### config.mk
export PLATFORM = sky130hd
export DESIGN_NAME = pixel_config_multi_flat
export DESIGN_NICKNAME = d
export VERILOG_FILES = /design/src/rtl/pixel_config_multi_if.sv /design/src/rtl/pixel_config_multi.sv /design/src/flat_wrapper.sv
export SDC_FILE = /design/constraint.sdc
export NUM_CORES = 2
export LEC_CHECK = 0
export ABC_CLOCK_PERIOD_IN_PS = 7410
export CAP_MARGIN = 20
export CORE_ASPECT_RATIO = 1.2
export CORE_UTILIZATION = 55
export DETAILED_ROUTE_END_ITERATION = 16
export PLACE_DENSITY_LB_ADDON = 0.2
export SYNTH_ARGS = -nofsm -noshare
export SYNTH_HDL_FRONTEND = slang
export SYNTH_SLANG_ARGS = --single-unit
export TNS_END_PERCENT = 20
### constraint.sdc
create_clock -name SYS_CLK -period 7.41 [get_ports SYS_CLK]
set_clock_uncertainty 0.15 [all_clocks]
set_input_delay 0.741 -clock SYS_CLK [delete_from_list [all_inputs] [get_ports SYS_CLK]]
set_output_delay 0.741 -clock SYS_CLK [all_outputs]
set_load 0.03 [all_outputs]
### src/rtl/pixel_config_multi_if.sv
// pixel_config_multi_if: host/chip-side signal bundle for the pixel
// configuration engine; master drives the controls, slave is the engine.
interface pixel_config_multi_if #(
    parameter int NCH         = 4,
    parameter int DATA_WIDTH  = 15,
    parameter int DIV_WIDTH   = 6,
    parameter int FRAME_WIDTH = 10
);
    logic [DIV_WIDTH-1:0]      DIV;
    logic                      MSB_FIRST;
    logic [FRAME_WIDTH-1:0]    FRAME_LEN;
    logic [NCH*DATA_WIDTH-1:0] WR_DATA;
    logic                      WR_EN;
    logic                      START;
    logic                      BUSY;
    logic [NCH-1:0]            S_DIN;
    logic                      S_CLK;
    logic [NCH-1:0]            S_DATA;
    logic                      S_LOAD;
    logic                      FULL;
    logic                      EMPTY;
    logic [NCH*DATA_WIDTH-1:0] RB_DATA;
    logic                      RB_VALID;
    logic                      ACTIVE;
    logic                      DONE;
    logic                      UNDERFLOW;
    logic                      OVERFLOW;

    modport master (
        output DIV, MSB_FIRST, FRAME_LEN, WR_DATA, WR_EN,
        output START, BUSY, S_DIN,
        input  S_CLK, S_DATA, S_LOAD, FULL, EMPTY,
        input  RB_DATA, RB_VALID, ACTIVE, DONE,
        input  UNDERFLOW, OVERFLOW
    );

    modport slave (
        input  DIV, MSB_FIRST, FRAME_LEN, WR_DATA, WR_EN,
        input  START, BUSY, S_DIN,
        output S_CLK, S_DATA, S_LOAD, FULL, EMPTY,
        output RB_DATA, RB_VALID, ACTIVE, DONE,
        output UNDERFLOW, OVERFLOW
    );
endinterface

### src/rtl/pixel_config_multi.sv
// pixel_config_multi: FIFO-fed multi-channel serial shifter with a shared
// S_CLK, per-channel readback and a frame latch pulse.
module pixel_config_multi #(
    parameter int NCH         = 4,
    parameter int DATA_WIDTH  = 15,
    parameter int DIV_WIDTH   = 6,
    parameter int FIFO_AW     = 4,
    parameter int FRAME_WIDTH = 10
) (
    input logic SYS_CLK,
    input logic RESET,
    pixel_config_multi_if.slave bus
);
    localparam int CNT_W = 2 ** DIV_WIDTH;
    localparam int BW    = $clog2(DATA_WIDTH);
    localparam int W     = NCH * DATA_WIDTH;
    localparam logic [BW-1:0] LAST_BIT = BW'(DATA_WIDTH - 1);

    typedef enum logic [2:0] {
        IDLE, FETCH, SHIFT_LO, SHIFT_HI, GAP, LATCH
    } state_t;

    state_t state, state_nx;

    logic [DIV_WIDTH-1:0]   div_q;
    logic                   msb_q;
    logic [FRAME_WIDTH-1:0] len_q;
    logic [FRAME_WIDTH-1:0] words;
    logic [CNT_W-1:0]       tick_cnt;
    logic [CNT_W-1:0]       tick_mask;
    logic                   tick;

    logic [W-1:0]   mem [2**FIFO_AW];
    logic [FIFO_AW:0] wr_ptr, rd_ptr;
    logic full, empty, push, pop, start_ok, last_bit;

    logic [NCH-1:0][DATA_WIDTH-1:0] sh, rb_sh, rb_nx;
    logic [BW-1:0] bit_cnt;
    logic          lat_cnt;
    logic          rb_valid, done, underflow, overflow;
    logic [W-1:0]  rb_data;

    // Tick fires when the low DIV bits of the free counter are all ones.
    assign tick_mask = ~({CNT_W{1'b1}} << div_q);
    assign tick      = (tick_cnt & tick_mask) == tick_mask;

    assign empty    = wr_ptr == rd_ptr;
    assign full     = (wr_ptr[FIFO_AW] != rd_ptr[FIFO_AW]) &&
                      (wr_ptr[FIFO_AW-1:0] == rd_ptr[FIFO_AW-1:0]);
    assign start_ok = bus.START && (state == IDLE);
    assign pop      = (state == FETCH) && tick && !empty;
    assign push     = bus.WR_EN && (!full || pop);
    assign last_bit = bit_cnt == LAST_BIT;

    always_comb begin
        rb_nx = rb_sh;
        for (int k = 0; k < NCH; k++) begin
            rb_nx[k] = msb_q ?
                {rb_sh[k][DATA_WIDTH-2:0], bus.S_DIN[k]} :
                {bus.S_DIN[k], rb_sh[k][DATA_WIDTH-1:1]};
        end
    end

    always_ff @(posedge SYS_CLK or negedge RESET) begin
        if (!RESET) state <= IDLE;
        else        state <= state_nx;
    end

    always_comb begin
        state_nx = state;
        unique case (state)
            IDLE:     if (bus.START) state_nx = FETCH;
            FETCH:
                if (tick) begin
                    if (!empty)           state_nx = SHIFT_LO;
                    else if (len_q == '0) state_nx = LATCH;
                    else                  state_nx = IDLE;
                end
            SHIFT_LO: if (tick) state_nx = SHIFT_HI;
            SHIFT_HI: if (tick) state_nx = last_bit ? GAP : SHIFT_LO;
            GAP:
                if (tick && !bus.BUSY)
                    state_nx = (len_q != '0 && words == len_q) ?
                               LATCH : FETCH;
            LATCH:    if (tick && lat_cnt) state_nx = IDLE;
            default:  state_nx = IDLE;
        endcase
    end

    always_comb begin
        bus.S_CLK  = state == SHIFT_HI;
        bus.S_LOAD = state == LATCH;
        bus.ACTIVE = state != IDLE;
        bus.S_DATA = '0;
        if (state == SHIFT_LO || state == SHIFT_HI)
            for (int k = 0; k < NCH; k++)
                bus.S_DATA[k] = msb_q ? sh[k][DATA_WIDTH-1] : sh[k][0];
    end

    always_ff @(posedge SYS_CLK) begin
        if (push) mem[wr_ptr[FIFO_AW-1:0]] <= bus.WR_DATA;
    end

    always_ff @(posedge SYS_CLK or negedge RESET) begin
        if (!RESET) begin
            div_q     <= '0;
            msb_q     <= 1'b0;
            len_q     <= '0;
            words     <= '0;
            tick_cnt  <= '0;
            wr_ptr    <= '0;
            rd_ptr    <= '0;
            sh        <= '0;
            rb_sh     <= '0;
            bit_cnt   <= '0;
            lat_cnt   <= 1'b0;
            rb_data   <= '0;
            rb_valid  <= 1'b0;
            done      <= 1'b0;
            underflow <= 1'b0;
            overflow  <= 1'b0;
        end else begin
            rb_valid <= 1'b0;
            done     <= 1'b0;
            tick_cnt <= start_ok ? '0 : tick_cnt + 1'b1;
            if (push) wr_ptr <= wr_ptr + 1'b1;
            if (pop)  rd_ptr <= rd_ptr + 1'b1;
            if (bus.WR_EN && !push) overflow <= 1'b1;
            if (start_ok) begin
                div_q     <= bus.DIV;
                msb_q     <= bus.MSB_FIRST;
                len_q     <= bus.FRAME_LEN;
                words     <= '0;
                underflow <= 1'b0;
                overflow  <= 1'b0;
            end
            if (pop) begin
                sh      <= mem[rd_ptr[FIFO_AW-1:0]];
                bit_cnt <= '0;
            end
            if (state == FETCH && tick && empty &&
                len_q != '0 && words < len_q)
                underflow <= 1'b1;
            if (state == SHIFT_HI && tick) begin
                rb_sh   <= rb_nx;
                bit_cnt <= bit_cnt + 1'b1;
                for (int k = 0; k < NCH; k++)
                    sh[k] <= msb_q ? (sh[k] << 1) : (sh[k] >> 1);
                if (last_bit) begin
                    rb_data  <= rb_nx;
                    rb_valid <= 1'b1;
                    words    <= words + 1'b1;
                end
            end
            lat_cnt <= (state == LATCH) ? (lat_cnt | tick) : 1'b0;
            if (state == LATCH && tick && lat_cnt) done <= 1'b1;
        end
    end

    assign bus.FULL      = full;
    assign bus.EMPTY     = empty;
    assign bus.RB_DATA   = rb_data;
    assign bus.RB_VALID  = rb_valid;
    assign bus.DONE      = done;
    assign bus.UNDERFLOW = underflow;
    assign bus.OVERFLOW  = overflow;
endmodule

### src/flat_wrapper.sv
// flat-port wrapper written by rule: the top's interface ports become plain ports
module pixel_config_multi_flat 
#(
    parameter int NCH         = 4,
    parameter int DATA_WIDTH  = 15,
    parameter int DIV_WIDTH   = 6,
    parameter int FIFO_AW     = 4,
    parameter int FRAME_WIDTH = 10
)
  (SYS_CLK, RESET, bus_DIV, bus_MSB_FIRST, bus_FRAME_LEN, bus_WR_DATA, bus_WR_EN, bus_START, bus_BUSY, bus_S_DIN, bus_S_CLK, bus_S_DATA, bus_S_LOAD, bus_FULL, bus_EMPTY, bus_RB_DATA, bus_RB_VALID, bus_ACTIVE, bus_DONE, bus_UNDERFLOW, bus_OVERFLOW);
  pixel_config_multi_if #(.NCH(NCH), .DATA_WIDTH(DATA_WIDTH), .DIV_WIDTH(DIV_WIDTH), .FRAME_WIDTH(FRAME_WIDTH)) bus_i ();
  input logic SYS_CLK;
  input logic RESET;
  input wire logic [$bits(bus_i.DIV)-1:0] bus_DIV;
  input wire logic [$bits(bus_i.MSB_FIRST)-1:0] bus_MSB_FIRST;
  input wire logic [$bits(bus_i.FRAME_LEN)-1:0] bus_FRAME_LEN;
  input wire logic [$bits(bus_i.WR_DATA)-1:0] bus_WR_DATA;
  input wire logic [$bits(bus_i.WR_EN)-1:0] bus_WR_EN;
  input wire logic [$bits(bus_i.START)-1:0] bus_START;
  input wire logic [$bits(bus_i.BUSY)-1:0] bus_BUSY;
  input wire logic [$bits(bus_i.S_DIN)-1:0] bus_S_DIN;
  output wire logic [$bits(bus_i.S_CLK)-1:0] bus_S_CLK;
  output wire logic [$bits(bus_i.S_DATA)-1:0] bus_S_DATA;
  output wire logic [$bits(bus_i.S_LOAD)-1:0] bus_S_LOAD;
  output wire logic [$bits(bus_i.FULL)-1:0] bus_FULL;
  output wire logic [$bits(bus_i.EMPTY)-1:0] bus_EMPTY;
  output wire logic [$bits(bus_i.RB_DATA)-1:0] bus_RB_DATA;
  output wire logic [$bits(bus_i.RB_VALID)-1:0] bus_RB_VALID;
  output wire logic [$bits(bus_i.ACTIVE)-1:0] bus_ACTIVE;
  output wire logic [$bits(bus_i.DONE)-1:0] bus_DONE;
  output wire logic [$bits(bus_i.UNDERFLOW)-1:0] bus_UNDERFLOW;
  output wire logic [$bits(bus_i.OVERFLOW)-1:0] bus_OVERFLOW;
  assign bus_i.DIV = bus_DIV;
  assign bus_i.MSB_FIRST = bus_MSB_FIRST;
  assign bus_i.FRAME_LEN = bus_FRAME_LEN;
  assign bus_i.WR_DATA = bus_WR_DATA;
  assign bus_i.WR_EN = bus_WR_EN;
  assign bus_i.START = bus_START;
  assign bus_i.BUSY = bus_BUSY;
  assign bus_i.S_DIN = bus_S_DIN;
  assign bus_S_CLK = bus_i.S_CLK;
  assign bus_S_DATA = bus_i.S_DATA;
  assign bus_S_LOAD = bus_i.S_LOAD;
  assign bus_FULL = bus_i.FULL;
  assign bus_EMPTY = bus_i.EMPTY;
  assign bus_RB_DATA = bus_i.RB_DATA;
  assign bus_RB_VALID = bus_i.RB_VALID;
  assign bus_ACTIVE = bus_i.ACTIVE;
  assign bus_DONE = bus_i.DONE;
  assign bus_UNDERFLOW = bus_i.UNDERFLOW;
  assign bus_OVERFLOW = bus_i.OVERFLOW;
  pixel_config_multi #(.NCH(NCH), .DATA_WIDTH(DATA_WIDTH), .DIV_WIDTH(DIV_WIDTH), .FIFO_AW(FIFO_AW), .FRAME_WIDTH(FRAME_WIDTH)) u_core (.SYS_CLK(SYS_CLK), .RESET(RESET), .bus(bus_i));
endmodule
==> impl_metrics.tcl <==
set metrics [dict create \
    ys_ff_latch 1252 \
    postSynthCellCount 2866 \
    rows 121 \
    hp-class "reg -> reg" \
    dieWidth_um 278.3 \
    gr-usage-met1_pct 33.16 \
    portBuffers 158 \
    period_share_pct 69.68 \
    place_inst 4069 \
    rsz0062_at_grt "false" \
    crit_top_cell "nor2_1" \
    grt_pass1_vias 27740 \
    fin_crit_ns 5.163 \
    htree_num_levels 3 \
    syn_nets 2971 \
    gr-usage-all-layers_pct 24.10 \
    ant_nets 0 \
    fillers 6179 \
    finalSetupViolations 0 \
    cts_resized 0 \
    final.setup.tns_ns 0 \
    finalNonFillerCells 4304 \
    overflow 0 \
    gp_congestion 0.8599 \
    layout-drive-gt1-share_pct 19.64 \
    worstSetupStartpointType "flop" \
    root_buffer "clkbuf_16" \
    wire_per_inst_um 25.44 \
    hold_viol 0 \
    worstSetupEndpointType "flop" \
    synth.largest_area_cell "edfxtp_1" \
    outcome "finished, final reports clean" \
    synth_edf_count 960 \
    synthFlopType "edfxtp_1" \
    slew_viol_final 0 \
    async_flop_share_pct 23.32 \
    cellPowerDensity_nw_per_um2 288.1 \
    slew_headroom_pct 23.40 \
    numCtsBuffers 118 \
    postLayoutCoreUtil_pct 63.60 \
    hpwlAfterDp_mm 61.97 \
    critPathKind "reg -> reg" \
    busiest_layer "met2" \
    drt_wl_total_mm 109.5 \
    worst_ir_drop_vdd_mv 0.2322 \
    place_area_um2 53430 \
    synth_area_um2 50390 \
    worst_pin_slew_ns 1.149 \
    fmax_mhz 193.7 \
    ios 159 \
    insertion_delay_ns 0.70 \
    syn_area_per_cell_um2 17.58 \
    synth.area.top_cells "edfxtp_1 57%, dfrtp_1 15%, mux4_2 13%" \
    die_h_um 333.6 \
    tritoncts "yes" \
    critPathTopFamily "simple AND/OR/NAND/NOR gates" \
    cap_violations 0 \
    die_area_um2 92840 \
    p_leak_uw 0.01987 \
    synth.distinct_cells 69 \
    nets 3131 \
    cts.sinks 1252 \
    dr.pass1.iters 5 \
    met2_usage_pct 40.84 \
    ys_seq_area_share_pct 71.71 \
    synthToLayoutAreaGrowth_pct 14.45 \
    crit_chain "nor2_1 -> o2111ai_1 -> nor2_1 -> o221ai_1 -> o41ai_4 -> nand3_4 -> a21o_1 -> nor2_4 -> buf_12" \
    met3_usage_pct 3.285 \
    num_vias 26510 \
    drc 0 \
    path_clk_slew_ns 0.06 \
    critPathSlowestCell "nor2_4" \
    max_stage_delay_ns 0.74 \
    viasPerCell 6.160 \
    core_area_um2 90690 \
    postLayoutCellArea_um2 57670 \
    crit_buf_inv 1 \
    path_max_fanout 38 \
    clockBufferDepth 3 \
    worstPathArrival_ns 5.37 \
    antenna_found_initial 5 \
    yosysWarningCount 0 \
    yosys.area.top_type_share_pct 57.21 \
    grt_pass1_wl_mm 169.2 \
    initial_core_util_pct 55.57 \
    grt_max_degree 168 \
    first_iter_violations 2389 \
    required_ns 7.61 \
]
[per-layer routing]
metal	wire [µm]	share of wire (%)
met1	45780	42
met2	55920	51
met3	5660	5.2
met4	2123	1.9
met5	13	0.012
[layout by cell type, fill, tap and decap left out, types with 18 or more instances in the layout]
master / instances
dfrtp_1: 287
nand3_1: 39
mux2_2: 49
mux4_2: 300
xnor2_1: 22
bufinv_16: 19
nor2_1: 182
clkdlybuf4s50_1: 157
clkinv_2: 20
ha_1: 19
o22ai_1: 53
clkbuf_16: 120
xor2_1: 41
clkbuf_1: 18
edfxtp_1: 960
nand2_1: 199
nand4_1: 18
inv_1: 30
clkinv_1: 28
o21ai_0: 155
a21oi_1: 48
mux2i_1: 76
buf_4: 26
[final cells by class]
type	instances	area, µm²	share of cell area, %
Clock inverter	82	958.4	1.662
Tap cell	1168	1461	2.534
Multi-Input combinational cell	1419	13650	23.67
Sequential cell	1252	36150	62.69
Antenna cell	4	10.01	0.01736
Timing Repair Buffer	202	2162	3.749
Clock buffer	144	3153	5.467
Inverter	33	123.9	0.2148
[worst paths after layout]
| kind | start | endpoint | slack, ns | cells past startpoint |
|---|---|---|---|---|
| worst max-delay path | u_core.div_q[2]$_DFFE_PN0P_ | u_core.mem[8][17]$_DFFE_PP_ | 2.25 | 9 |
| worst min-delay path | u_core.bus.RB_DATA[58]$_DFFE_PN0P_ | u_core.bus.RB_DATA[58]$_DFFE_PN0P_ | 0.33 | 2 |
| worst max register to register | u_core.div_q[2]$_DFFE_PN0P_ | u_core.mem[8][17]$_DFFE_PP_ | 2.25 | 9 |
| worst min register to register | u_core.bus.RB_DATA[58]$_DFFE_PN0P_ | u_core.bus.RB_DATA[58]$_DFFE_PN0P_ | 0.33 | 2 |
| max in group asynchronous | RESET | u_core.msb_q$_DFFE_PN0P_ | 5.16 | 3 |
| min in group asynchronous | RESET | u_core.tick_cnt[48]$_DFF_PN0_ | 0.42 | 2 |
[tightest hold or removal path, cell delays in order, from the launching register on]
cell,delay (ns)
dfrtp_1,0.34
nand2_1,0.05
o21ai_0,0.06
[where the power goes]
group	switching (µW)	internal [µW]
sequential	439	8270
combinational	1010	583
clock	2620	3700
total	4070	12500
[stage by stage]
| step | total power, µW | worst slack [ns] | hold slack [ns] |
|---|---|---|---|
| 5_1_grt | 17180 | 1.909 | 0.3516 |
| 4_1_cts | 16730 | 2.218 | 0.3342 |
| 3_3_place_gp | 10350 | 2.186 | 0.3100 |
| 2_1_floorplan | 9696 | 0.1467 | 0.2954 |
| 6_report | 16610 | 2.247 | 0.3260 |
| 3_5_place_dp | 10440 | 2.232 | 0.3206 |
[synth_stat cells (32+ instances only)]
| library cell | number |
|---|---|
| xor2_1 | 41 |
| nand3_1 | 40 |
| mux2i_1 | 76 |
| dfrtp_1 | 292 |
| nand2_1 | 199 |
| edfxtp_1 | 960 |
| clkbuf_1 | 111 |
| o22ai_1 | 53 |
| o21ai_0 | 155 |
| a21oi_1 | 48 |
| nor2_1 | 193 |
| mux4_2 | 300 |
| mux2_2 | 49 |
| buf_1 | 32 |
[repair_timing]
action	4_1_cts	5_1_grt
buffers inserted	0	0
hold endpoints to repair	58	0
hold buffers	1	0
[registers in the layout, summed over array words and instances, names as in the netlist]
name and cells:
u_core.lat_cnt 1, u_core.div_q 6, u_core.len_q 10, u_core.state 3, u_core.rb_sh 60, u_core.sh 60
u_core.words 10, u_core.bus.RB_VALID 1, u_core.mem 960, u_core.msb_q 1, u_core.bus.DONE 1, u_core.wr_ptr 5
u_core.tick_cnt 63, u_core.bit_cnt 4, u_core.bus.OVERFLOW 1, u_core.rd_ptr 5, u_core.bus.RB_DATA 60, u_core.bus.UNDERFLOW 1
[kinds of logic (layout without fill, tap and decap cells)]
group,Yosys count,after routing,synth area share [%]
buf+inv,195,461,1.512
flops,1252,1252,71.71
compound gates,341,341,4.027
fa+ha+maj,19,19,0.4718
xor+xnor,63,63,1.095
mux,427,427,16.06
simple gates,569,569,5.127
other cells,0,4,0
Note: power is estimated with default switching activity, not from simulation.
